$ cat src/rtl/ppu_chr_fetch_seq.sv
// NTSC 2C02 CHR-bus fetch sequencer: dot/scanline timing, per-dot fetch addresses
// for background and sprite patterns, and latching of returned CHR bytes.
module ppu_chr_fetch_seq #(
    parameter int LAST_LINE = 261,
    parameter int VBL_FIRST = 240
) (
    input  logic        clk,
    input  logic        reset,
    input  logic        ce,
    input  logic        rendering_en,
    input  logic [14:0] vram_v,
    input  logic        bg_pt_sel,
    input  logic        spr_pt_sel,
    input  logic [7:0]  spr_tile,
    input  logic [2:0]  spr_row,
    input  logic [7:0]  chr_din,
    output logic [13:0] chr_ain,
    output logic        chr_read,
    output logic [13:0] chr_ain_o,
    output logic [8:0]  dot,
    output logic [8:0]  scanline,
    output logic        frame_odd,
    output logic [2:0]  spr_slot,
    output logic [7:0]  nt_byte,
    output logic [7:0]  at_byte,
    output logic [7:0]  pt_lo,
    output logic [7:0]  pt_hi,
    output logic        bg_tile_valid,
    output logic [7:0]  spr_lo,
    output logic [7:0]  spr_hi,
    output logic        spr_valid
);

    localparam logic [8:0] LAST_L = 9'(LAST_LINE);
    localparam logic [8:0] VBL_L  = 9'(VBL_FIRST);

    typedef enum logic [1:0] {
        REG_IDLE,
        REG_BG,
        REG_SPR,
        REG_NT_TAIL
    } region_e;

    logic [8:0]  dot_q, dot_d;
    logic [8:0]  scanline_q, scanline_d;
    logic        frame_odd_q, frame_odd_d;
    logic [13:0] chr_ain_q, chr_ain_d;
    logic        chr_read_q, chr_read_d;
    logic [13:0] chr_ain_o_q, chr_ain_o_d;
    logic [2:0]  spr_slot_q, spr_slot_d;
    logic [7:0]  nt_byte_q, nt_byte_d;
    logic [7:0]  at_byte_q, at_byte_d;
    logic [7:0]  pt_lo_q, pt_lo_d;
    logic [7:0]  pt_hi_q, pt_hi_d;
    logic        bg_tile_valid_q, bg_tile_valid_d;
    logic [7:0]  spr_lo_q, spr_lo_d;
    logic [7:0]  spr_hi_q, spr_hi_d;
    logic        spr_valid_q, spr_valid_d;

    logic        fetch_line;
    logic [5:0]  next_m1;
    logic [2:0]  cur_phase;
    region_e     next_region, cur_region;
    logic [13:0] nt_addr, at_addr, bg_pt_addr, spr_pt_addr;

    function automatic region_e region_of(input logic [8:0] d);
        region_e r;
        r = REG_IDLE;
        if (d >= 9'd1 && d <= 9'd256)
            r = REG_BG;
        else if (d >= 9'd257 && d <= 9'd320)
            r = REG_SPR;
        else if (d >= 9'd321 && d <= 9'd336)
            r = REG_BG;
        else if (d >= 9'd337)
            r = REG_NT_TAIL;
        return r;
    endfunction

    always_comb begin
        dot_d       = dot_q;
        scanline_d  = scanline_q;
        frame_odd_d = frame_odd_q;
        if (ce) begin
            // Odd frames with rendering on drop the last dot of the pre-render line.
            if (scanline_q == LAST_L && dot_q == 9'd339 && frame_odd_q && rendering_en) begin
                dot_d       = 9'd0;
                scanline_d  = 9'd0;
                frame_odd_d = ~frame_odd_q;
            end else if (dot_q == 9'd340) begin
                dot_d = 9'd0;
                if (scanline_q == LAST_L) begin
                    scanline_d  = 9'd0;
                    frame_odd_d = ~frame_odd_q;
                end else begin
                    scanline_d = scanline_q + 9'd1;
                end
            end else begin
                dot_d = dot_q + 9'd1;
            end
        end
    end

    // Address decode looks at the dot being entered so chr_ain lines up with dot.
    always_comb begin
        next_m1     = dot_d[5:0] - 6'd1;
        next_region = region_of(dot_d);
        fetch_line  = rendering_en && (scanline_d < VBL_L || scanline_d == LAST_L);
        nt_addr     = {2'b10, vram_v[11:0]};
        at_addr     = {2'b10, vram_v[11:10], 4'b1111, vram_v[9:7], vram_v[4:2]};
        bg_pt_addr  = {1'b0, bg_pt_sel, nt_byte_q, 1'b0, vram_v[14:12]};
        spr_pt_addr = {1'b0, spr_pt_sel, spr_tile, 1'b0, spr_row};

        chr_ain_d   = chr_ain_q;
        chr_read_d  = chr_read_q;
        spr_slot_d  = spr_slot_q;
        chr_ain_o_d = chr_ain_o_q;

        if (ce) begin
            chr_read_d  = 1'b0;
            chr_ain_o_d = chr_ain_q;
            spr_slot_d  = (next_region == REG_SPR) ? next_m1[5:3] : 3'd0;
            if (fetch_line && next_region != REG_IDLE) begin
                if (next_m1[0]) begin
                    chr_read_d = 1'b1;
                end else begin
                    unique case (next_region)
                        REG_SPR: begin
                            case (next_m1[2:1])
                                2'd2:    chr_ain_d = spr_pt_addr;
                                2'd3:    chr_ain_d = spr_pt_addr | 14'h0008;
                                default: chr_ain_d = nt_addr;
                            endcase
                        end
                        REG_BG: begin
                            case (next_m1[2:1])
                                2'd0:    chr_ain_d = nt_addr;
                                2'd1:    chr_ain_d = at_addr;
                                2'd2:    chr_ain_d = bg_pt_addr;
                                default: chr_ain_d = bg_pt_addr | 14'h0008;
                            endcase
                        end
                        default: chr_ain_d = nt_addr;
                    endcase
                end
            end
        end
    end

    // Read data is captured against the dot whose read strobe is currently active.
    always_comb begin
        cur_phase  = dot_q[2:0] - 3'd1;
        cur_region = region_of(dot_q);

        nt_byte_d       = nt_byte_q;
        at_byte_d       = at_byte_q;
        pt_lo_d         = pt_lo_q;
        pt_hi_d         = pt_hi_q;
        spr_lo_d        = spr_lo_q;
        spr_hi_d        = spr_hi_q;
        bg_tile_valid_d = bg_tile_valid_q;
        spr_valid_d     = spr_valid_q;

        if (ce) begin
            bg_tile_valid_d = 1'b0;
            spr_valid_d     = 1'b0;
            if (chr_read_q) begin
                case (cur_region)
                    REG_BG: begin
                        case (cur_phase)
                            3'd1: nt_byte_d = chr_din;
                            3'd3: at_byte_d = chr_din;
                            3'd5: pt_lo_d   = chr_din;
                            3'd7: begin
                                pt_hi_d         = chr_din;
                                bg_tile_valid_d = 1'b1;
                            end
                            default: ;
                        endcase
                    end
                    REG_SPR: begin
                        if (cur_phase == 3'd5) begin
                            spr_lo_d = chr_din;
                        end else if (cur_phase == 3'd7) begin
                            spr_hi_d    = chr_din;
                            spr_valid_d = 1'b1;
                        end
                    end
                    REG_NT_TAIL: nt_byte_d = chr_din;
                    default: ;
                endcase
            end
        end
    end

    always_ff @(posedge clk or posedge reset) begin
        if (reset) begin
            dot_q           <= '0;
            scanline_q      <= '0;
            frame_odd_q     <= 1'b0;
            chr_ain_q       <= '0;
            chr_read_q      <= 1'b0;
            chr_ain_o_q     <= '0;
            spr_slot_q      <= '0;
            nt_byte_q       <= '0;
            at_byte_q       <= '0;
            pt_lo_q         <= '0;
            pt_hi_q         <= '0;
            bg_tile_valid_q <= 1'b0;
            spr_lo_q        <= '0;
            spr_hi_q        <= '0;
            spr_valid_q     <= 1'b0;
        end else begin
            dot_q           <= dot_d;
            scanline_q      <= scanline_d;
            frame_odd_q     <= frame_odd_d;
            chr_ain_q       <= chr_ain_d;
            chr_read_q      <= chr_read_d;
            chr_ain_o_q     <= chr_ain_o_d;
            spr_slot_q      <= spr_slot_d;
            nt_byte_q       <= nt_byte_d;
            at_byte_q       <= at_byte_d;
            pt_lo_q         <= pt_lo_d;
            pt_hi_q         <= pt_hi_d;
            bg_tile_valid_q <= bg_tile_valid_d;
            spr_lo_q        <= spr_lo_d;
            spr_hi_q        <= spr_hi_d;
            spr_valid_q     <= spr_valid_d;
        end
    end

    assign dot           = dot_q;
    assign scanline      = scanline_q;
    assign frame_odd     = frame_odd_q;
    assign chr_ain       = chr_ain_q;
    assign chr_read      = chr_read_q;
    assign chr_ain_o     = chr_ain_o_q;
    assign spr_slot      = spr_slot_q;
    assign nt_byte       = nt_byte_q;
    assign at_byte       = at_byte_q;
    assign pt_lo         = pt_lo_q;
    assign pt_hi         = pt_hi_q;
    assign bg_tile_valid = bg_tile_valid_q;
    assign spr_lo        = spr_lo_q;
    assign spr_hi        = spr_hi_q;
    assign spr_valid     = spr_valid_q;

endmodule

$ cat config.mk
export PLATFORM = sky130hd
export DESIGN_NAME = ppu_chr_fetch_seq
export DESIGN_NICKNAME = d
export VERILOG_FILES = /design/src/rtl/ppu_chr_fetch_seq.sv
export SDC_FILE = /design/constraint.sdc
export NUM_CORES = 1
export LEC_CHECK = 0
export CORE_MARGIN = 2
export CORE_UTILIZATION = 32
export CTS_BUF_LIST = sky130_fd_sc_hd__clkbuf_4 sky130_fd_sc_hd__clkbuf_8
export DETAILED_ROUTE_END_ITERATION = 7
export PLACE_DENSITY_LB_ADDON = 0.15
export SLEW_MARGIN = 20
export SYNTH_ARGS = -nofsm -noshare
export SYNTH_HDL_FRONTEND = slang
export SYNTH_SLANG_ARGS = --single-unit
$ cat constraint.sdc
create_clock -name clk -period 10.8 [get_ports clk]
set_input_delay 1.08 -clock clk [delete_from_list [all_inputs] [get_ports clk]]
set_output_delay 1.08 -clock clk [all_outputs]
set_load 0.01 [all_outputs]
==> run metrics <==
status completed; Worst-Margin Slew 0.8593 ns; Initial Util 32.35%; Async SR Flop Fraction 100.0%; Netlist cell types 71; Net Sw Frac 38.39%; commonest non-fill, non-tap cell in the layout clkdlybuf4s50_1; Arr. time, crit path 5.54 ns; clock power share 14.3%; Sum Neg Setup Slack 0 ns; initial drt markers 364; Post-synth EDFFs 0; FILL cells 1640; RSZ-0062 raised after global routing false; gpl congestion 0.8398; Int Power 1.016 mW; mapped cell area 5538 sq um; global-route wire length before repair 26390 microns; fraction of layout cells with a size suffix above 1 17.61%; Antenna Nets Post-Route 0; post-DR wirelength/cell 19.13 microns; Core Box Area 17120 sq um; DIE HEIGHT 135.6 microns; commonest non-fill, non-tap cells in the layout clkdlybuf4s50_1 (140), dfrtp_1 (101), mux2_2 (69); Final setup viols 0; postcts setup bufs 0; clock sink total 101; post-synthesis register bit count 101; CTS clk-pin slew, worst paths 0.09 ns; Hold Slack 0.5109 ns; Top Ports 141; Comb pwr share 48.0%; Slew Limit Headroom 42.40%; area delta synth->final 32.31%; DR DRC count 0; Worst-Skew Late Latency 0.38 ns; PostCTS Resize Cnt 0; pins over their slew limit 0; Die ar. 18370 sq um; crit share post-route 48.83%; Mapped Cells 498; initial antenna violation count 0; HP Class register to register; Avg Vias per Cell 5.380; f_max 0.1896 GHz; VDD IR-drop max 100.5 uV; IO buf count 140; Critical Path Source Type input port; ant diodes 0; Num CTS Buffers 9; clock skew 0.01481 ns; Die Width 135.6 microns; Sw Pwr 632.8 uW; clock tree root driver cell clkbuf_8; crit-path max FO 34; Min Clock Period, post-route 5.274 ns; Pre-antenna DRT Iters 5; CP Data Required Time 11.06 ns; CTS tree built; maxcap violations 0; # H-tree levels 3; routed via count 4632; Site Rows 48; vias in the first global route 4663; Mean Syn Cell Area 11.12 sq um; Synth Net Count 551; Routed WL 16470 microns; prevailing post-synth register cell dfrtp_1; hold depth 1; pwr/cell area 225.0 nW/um^2; static leakage 3.042 nW; Layout Nets 684; Hold Buf Count CTS 0; Clock Tree Buf Depth 2; Layout Utilization 42.81%; CP endpoint kind register; Overall Power 1.648 mW; largest net degree at the start of global routing 82; Crit Path Class input port to register; YS warnings 0; GRT Total Usage 18.48%; sequential share of power 37.7%; HPWL reported at the end of detailed placement 12180 microns; register area share after synthesis 45.64%; grt ovf 0; R2R depth 17; Final Hold Fails 0
-- synth_stat cells (3+ instances only) --
cell / count / area, sq um
nand3_1: 13 / 65.06
nand4_1: 13 / 81.33
o22ai_1: 3 / 18.77
o2111ai_1: 4 / 35.03
a32oi_1: 3 / 26.28
xor2_1: 4 / 35.03
buf_2: 4 / 20.02
clkbuf_1: 14 / 52.55
mux2_2: 69 / 777.0
o311ai_0: 3 / 26.28
and3_1: 9 / 56.30
o211ai_1: 12 / 90.09
or4_1: 4 / 30.03
ha_1: 13 / 162.7
and2_1: 5 / 31.28
and4b_1: 3 / 30.03
nand2b_1: 3 / 18.77
o211a_1: 4 / 40.04
o2bb2ai_1: 3 / 26.28
a31oi_1: 11 / 68.82
nor3_1: 9 / 45.04
o21ai_0: 21 / 105.1
a211oi_1: 11 / 82.58
nor4_2: 3 / 37.54
mux2i_1: 3 / 30.03
nor4_1: 3 / 18.77
dfrtp_1: 101 / 2527
nor2_1: 15 / 56.30
nor2b_1: 5 / 31.28
a21o_1: 3 / 22.52
mux2_4: 3 / 45.04
inv_1: 22 / 82.58
xnor2_1: 12 / 105.1
or2_2: 4 / 25.02
nand2_1: 23 / 86.33
a31o_2: 3 / 26.28
a21boi_0: 3 / 22.52
a21oi_1: 14 / 70.07
-- power by group through the flow --
stage	registers (mW)	clock network, mW	logic, mW
2_1_floorplan	0.641	0	0.388
6_report	0.621	0.235	0.792
3_5_place_dp	0.629	0	0.791
5_1_grt	0.642	0.266	0.860
3_3_place_gp	0.624	0	0.785
4_1_cts	0.623	0.247	0.796
-- flip-flops by register name (all words and copies together), names as in the netlist --
name / cells
chr_ain: 14
chr_ain_o: 14
dot: 9
scanline: 9
at_byte: 8
nt_byte: 8
pt_hi: 8
pt_lo: 8
spr_hi: 8
spr_lo: 8
spr_slot: 3
bg_tile_valid: 1
chr_read: 1
frame_odd: 1
spr_valid: 1
-- layout make-up --
cell class,instances,area [sq um],area share (%)
clock inverters,7,61.31,0.8367
repair buffers,144,1435,19.59
clock buffers,9,123.9,1.691
well taps,225,281.5,3.842
multi-input cells,353,2813,38.39
inverters,22,85.08,1.161
flip-flops and latches,101,2527,34.49
-- cell families after synthesis --
logic type	synth area share (%)
simple gates	14.08
compound gates	15.86
flops	45.64
mux	15.39
buf+inv	3.570
xor+xnor	2.530
fa+ha+maj	2.937
-- critical path: stages --
cell and delay [ns]:
clkdlybuf4s50_1 0.46, buf_4 0.37, inv_1 0.32, a21boi_0 0.48, ha_1 0.25, o2111a_1 0.22, nor3_1 0.07, a31o_2 0.26
a21o_1 0.20, ha_1 0.20, nand2b_1 0.20, a2111o_1 0.36, nor3b_4 0.41, a21o_4 0.28, mux2_2 0.35
-- through the flow --
| stage | setup slack, ns | area, sq um | std cells |
|---|---|---|---|
| 3_5_place_dp | 5.159 | 7138 | 845 |
| 5_1_grt | 5.198 | 7327 | 861 |
| 4_1_cts | 5.534 | 7323 | 861 |
| 3_3_place_gp | 5.350 | 7138 | 845 |
| 2_1_floorplan | 6.201 | 5538 | 498 |
| 6_report | 5.526 | 7327 | 861 |
-- path summary, 6_finish.rpt --
| check | startpoint | end | slack (ns) |
|---|---|---|---|
| worst max-delay path | ce | chr_ain[3]$_DFFE_PP0P_ | 5.53 |
| worst min-delay path | bg_tile_valid$_DFFE_PP0P_ | bg_tile_valid$_DFFE_PP0P_ | 0.51 |
| worst max register to register | dot[0]$_DFF_PP0_ | chr_ain[3]$_DFFE_PP0P_ | 5.61 |
| worst min register to register | bg_tile_valid$_DFFE_PP0P_ | bg_tile_valid$_DFFE_PP0P_ | 0.51 |
| max in group asynchronous | reset | chr_ain_o[8]$_DFFE_PP0P_ | 8.76 |
| min in group asynchronous | reset | spr_slot[0]$_DFFE_PP0P_ | 0.99 |
-- per-layer routing --
layer	routed length, microns	track usage, %	vias up
met5	0	0	-
met4	307	6.076	0
met3	1250	4.789	21
met2	7701	28.40	177
met1	7213	25.42	2281
li1	-	-	2153
No activity file was read; power rests on OpenSTA's default activity.
